**config.mk**
```make
export PLATFORM = sky130hd
export DESIGN_NAME = present_iter_ctrl
export DESIGN_NICKNAME = d
export VERILOG_FILES = /design/src/rtl/present_pkg.sv /design/src/rtl/present_round_core.sv /design/src/rtl/present_iter_ctrl.sv
export SDC_FILE = /design/constraint.sdc
export NUM_CORES = 1
export LEC_CHECK = 0
export CAP_MARGIN = 10
export CORE_ASPECT_RATIO = 1.75
export CORE_MARGIN = 2
export CORE_UTILIZATION = 40
export DETAILED_ROUTE_END_ITERATION = 16
export GPL_ROUTABILITY_DRIVEN = 0
export GPL_TIMING_DRIVEN = 1
export PLACE_DENSITY = 0.62
export SYNTH_ARGS = -nofsm -noshare
export SYNTH_HDL_FRONTEND = slang
export SYNTH_SLANG_ARGS = --single-unit
```
**constraint.sdc**
```tcl
create_clock -name clk -period 5.5 [get_ports clk]
set_input_delay 0.55 -clock clk [delete_from_list [all_inputs] [get_ports clk]]
set_output_delay 0.55 -clock clk [all_outputs]
set_load 0.05 [all_outputs]
```
**src/rtl/present_pkg.sv**
```systemverilog
// present_pkg: shared PRESENT-80 types, S-box table, P-layer and key schedule
package present_pkg;
  typedef enum logic [1:0] {IDLE, RUN, DONE} state_e;
  localparam logic [3:0] SBOX [16] = '{4'hC, 4'h5, 4'h6, 4'hB, 4'h9, 4'h0, 4'hA, 4'hD,
                                       4'h3, 4'hE, 4'hF, 4'h8, 4'h4, 4'h7, 4'h1, 4'h2};
  function automatic logic [63:0] s_layer(input logic [63:0] d);
    logic [63:0] s;
    for (int i = 0; i < 16; i++) s[4*i +: 4] = SBOX[d[4*i +: 4]];
    return s;
  endfunction
  function automatic logic [63:0] p_layer(input logic [63:0] d);
    logic [63:0] o;
    o[63] = d[63];
    for (int i = 0; i < 63; i++) o[(16 * i) % 63] = d[i];
    return o;
  endfunction
  function automatic logic [79:0] keysched(input logic [79:0] k, input logic [4:0] r);
    logic [79:0] n;
    n = {k[18:0], k[79:19]};
    n[79:76] = SBOX[n[79:76]];
    n[19:15] = n[19:15] ^ r;
    return n;
  endfunction
endpackage

```
**src/rtl/present_round_core.sv**
```systemverilog
// present_round_core: one combinational PRESENT-80 round (add key, S-layer, P-layer, key update)
// ports: dreg/kreg/rnd current state and round counter; next_dreg/next_kreg next state
module present_round_core
  import present_pkg::*;
(
  input  logic [63:0] dreg,
  input  logic [79:0] kreg,
  input  logic [4:0]  rnd,
  output logic [63:0] next_dreg,
  output logic [79:0] next_kreg
);
  assign next_dreg = p_layer(s_layer(dreg ^ kreg[79:16]));
  assign next_kreg = keysched(kreg, rnd);
endmodule

```
**src/rtl/present_iter_ctrl.sv**
```systemverilog
// present_iter_ctrl: iterative PRESENT-80 encryption controller with valid/ready handshakes
// ports: clk, reset (async active-low); in_valid/in_ready/in_data/in_key block input;
//        out_valid/out_ready/out_data ciphertext output; busy, round_idx status
module present_iter_ctrl
  import present_pkg::*;
#(
  parameter int ROUNDS = 31
) (
  input  logic        clk,
  input  logic        reset,
  input  logic        in_valid,
  output logic        in_ready,
  input  logic [63:0] in_data,
  input  logic [79:0] in_key,
  output logic        out_valid,
  input  logic        out_ready,
  output logic [63:0] out_data,
  output logic        busy,
  output logic [4:0]  round_idx
);
  localparam logic [4:0] LAST = 5'(ROUNDS);
  state_e      state_q;
  logic [63:0] dreg_q, out_data_q, next_dreg, out_data_d;
  logic [79:0] kreg_q, next_kreg;
  logic [4:0]  rnd_q;
  logic        out_valid_q, accept;
  present_round_core u_core (
    .dreg(dreg_q),
    .kreg(kreg_q),
    .rnd(rnd_q),
    .next_dreg(next_dreg),
    .next_kreg(next_kreg)
  );
  // final whitening uses the key produced by the last round's schedule step
  assign out_data_d = next_dreg ^ next_kreg[79:16];
  assign in_ready   = reset & ((state_q == IDLE) | ((state_q == DONE) & out_ready));
  assign accept     = in_valid & in_ready;
  assign busy       = state_q == RUN;
  assign round_idx  = busy ? rnd_q : 5'd0;
  assign out_valid  = out_valid_q;
  assign out_data   = out_data_q;
  always_ff @(posedge clk or negedge reset)
    if (!reset) begin
      state_q     <= IDLE;
      dreg_q      <= '0;
      kreg_q      <= '0;
      rnd_q       <= '0;
      out_valid_q <= 1'b0;
      out_data_q  <= '0;
    end else begin
      case (state_q)
        RUN: begin
          dreg_q <= next_dreg;
          kreg_q <= next_kreg;
          rnd_q  <= rnd_q + 5'd1;
          if (rnd_q == LAST) begin
            out_data_q  <= out_data_d;
            out_valid_q <= 1'b1;
            state_q     <= DONE;
          end
        end
        DONE: if (out_ready) begin
          out_valid_q <= 1'b0;
          state_q     <= IDLE;
        end
        default: ;
      endcase
      // accepting overrides the DONE exit so back-to-back blocks skip IDLE
      if (accept) begin
        dreg_q  <= in_data;
        kreg_q  <= in_key;
        rnd_q   <= 5'd1;
        state_q <= RUN;
      end
    end
endmodule

```
==> impl_metrics.toml <==
[outcome]
status = "completed"

[global_routing]
globalRouteTotalUtil_pct = 24.2
grt_first_pass_wirelength_um = 59200
grt_antenna_before_repair = 0
grt_pass1_vias = 10000
grt_max_degree = 151
grt-ovfl-total = 0

[cts]
htreeDepth = 1
clockBufferDepth = 3
clkLatencyLatePin_ns = 0.53
clkTransAtPathRegs_ns = 0.06
cts_buffers = 22
root_buffer = "clkbuf_16"
cts.sinks = 216
cts_tree = "done"

[timing]
drv_slew = 0
hold_violations = 0
grt_setup_unrepaired = "no"
relSlewSlack_pct = 27.1
finalSetupViolCount = 0
tns_ns = 0
final.setup.worst_slack_ns = 1.94
min_period_over_period_pct = 64.7
period_needed_ns = 3.56
fmax_mhz = 281
finalClockSkew_ns = 0.0140
tightest_slew_ns = 1.09

[floorplanning]
io_pins = 220
fp-row-count = 85
dieWidth_um = 138
initial_utilization_pct = 40.7
fp.dieH_um = 238
dieArea_um2 = 32700
placeableCoreArea_um2 = 30700

[yosys]
yosysTopAreaCell = "dfrtp_1"
synthCells = 1247
synth_area_leaders = "dfrtp_1 43%, a22oi_1 8.3%, nand2_1 8.2%"
synthFlopType = "dfrtp_1"
synthArstFlopShare_pct = 100
synthDistinctLibCells = 34
ys_seq_elements = 216
synthesis.nets = 1465
synth_most_common_cell = "nand2_1"
synth_area_um2 = 12500
synth_edf_count = 0
ys_warn_count = 0
synthTopCellsByCount = "273 x nand2_1, 216 x dfrtp_1, 138 x a22oi_1"
yosysSeqAreaShare_pct = 43.2
synth_top_area_share_pct = 43.2
synth.avg_cell_area_um2 = 10.0

[worst_setup_path]
path_class = "reg -> out"
crit_chain = "inv_1 > nand2_1 > buf_4 > clkinv_2 > buf_4 > and2_1 > clkdlybuf4s50_1"
critPathRequiredTime_ns = 4.95
cp-start-kind = "flip-flop"
crit_fanout = 48
slowest_delay_ns = 0.81
critPathTopFamily = "buffers and inverters"
cp.arrival_ns = 3.01
slowest_stage = "clkdlybuf4s50_1"
cpMostUsedCell = "buf_4"
crit_path_end_kind = "output port"
critPathBufInv = 5

[final_layout]
synthToLayoutAreaGrowth_pct = 26.5
drive_gt1_share_pct = 5.66
fin_cells = 1840
finish.instance_area_um2 = 15800
fillers = 2831
antenna_cells = 0
nets = 1654

[route]
drcViolationCount = 0
avgViaCountPerCell = 5.38
routed_wl_um = 39400
drt_first_pass_iters = 5
vias = 9903
drtIter0Drc = 775
wl_per_cell_um = 21.4
ant_nets = 0

[placed_design]
post-place-cells = 1801
dp_hpwl_um = 29200
post-place-ws_ns = 2.16
numPortBuffers = 219
placed_area_um2 = 15000

[job]
maxCapViolCount = 0

[hold_path]
min_path_type = "reg -> reg"
[flip-flops by register name (all words and copies together), names as in the netlist]
name       count
out_data      64
out_valid      1
rnd_q          5
kreg_q        80
dreg_q        64
state_q        2
[what timing repair did]
item                      CTS  global route
setup buffers               0             0
hold endpoints to repair   36             0
resized for setup           0             0
hold buffers                1             0
[stage by stage]
step           hold WS (ns)  utilization [%]
5_1_grt               0.517             51.5
3_3_place_gp          0.464             48.9
3_5_place_dp          0.472             48.9
2_1_floorplan         0.254                -
6_report              0.479             51.5
4_1_cts               0.485             51.4
[final timing paths]
| path | startpoint | endpoint | slack, ns | cells after the start |
|---|---|---|---|---|
| min in group asynchronous | reset | out_data[13]$_DFFE_PN0P_ | 0.54 | 2 |
| max reg2reg | state_q[0]$_DFFE_PN0P_ | dreg_q[51]$_DFFE_PN0P_ | 2.46 | 8 |
| min reg2reg | out_data[57]$_DFFE_PN0P_ | out_data[57]$_DFFE_PN0P_ | 0.48 | 2 |
| max in group asynchronous | reset | dreg_q[62]$_DFFE_PN0P_ | 3.66 | 3 |
| min | out_data[57]$_DFFE_PN0P_ | out_data[57]$_DFFE_PN0P_ | 0.48 | 2 |
| max | state_q[1]$_DFFE_PN0P_ | round_idx[0] | 1.94 | 7 |
[cell usage in the layout, fill, tap and decap left out, drive strengths merged, types with 20 or more instances in the layout]
master         Yosys  routed
nand2            273     273
clkdlybuf4s50      0     218
dfrtp            216     216
a22oi            138     138
xnor2            116     116
o21ai            109     109
ha                70      70
mux2i             69      69
inv               57      56
xor2              48      48
clkbuf            38      30
a21oi             20      20
[layer usage]
metal | track usage (%) | routed length [um]
met1 | 28.0 | 14700
met2 | 44.1 | 21100
met3 | 2.06 | 1600
met4 | 11.5 | 1930
met5 | 0 | 0
[cells by family after synthesis]
logic type / share of synthesized area, %
compound gates: 14.2
fa+ha+maj: 7.01
flops: 43.2
buf+inv: 3.89
mux: 8.68
xor+xnor: 13.0
simple gates: 10.0
[cell type report]
class                           instances  area, um2  area share, %
Multi-Input combinational cell        910       6630           41.9
Sequential cell                       216       5410           34.2
Timing Repair Buffer                  229       2320           14.7
Clock buffer                           30        642           4.06
Tap cell                              391        489           3.09
Inverter                               57        215           1.36
Clock inverter                          7        115          0.728
[worst register-to-register path, stage by stage, from the launching register on]
cell	delay [ns]
dfrtp_1	0.46
nand2_1	0.09
buf_4	0.47
clkinv_2	0.10
buf_4	0.32
nor2_4	0.91
buf_12	0.37
a22oi_1	0.15
o21ai_0	0.11
Power is left out: the tool's default activity adds up to more than one toggle a clock period on the data nets, which glitch-free logic cannot reach.
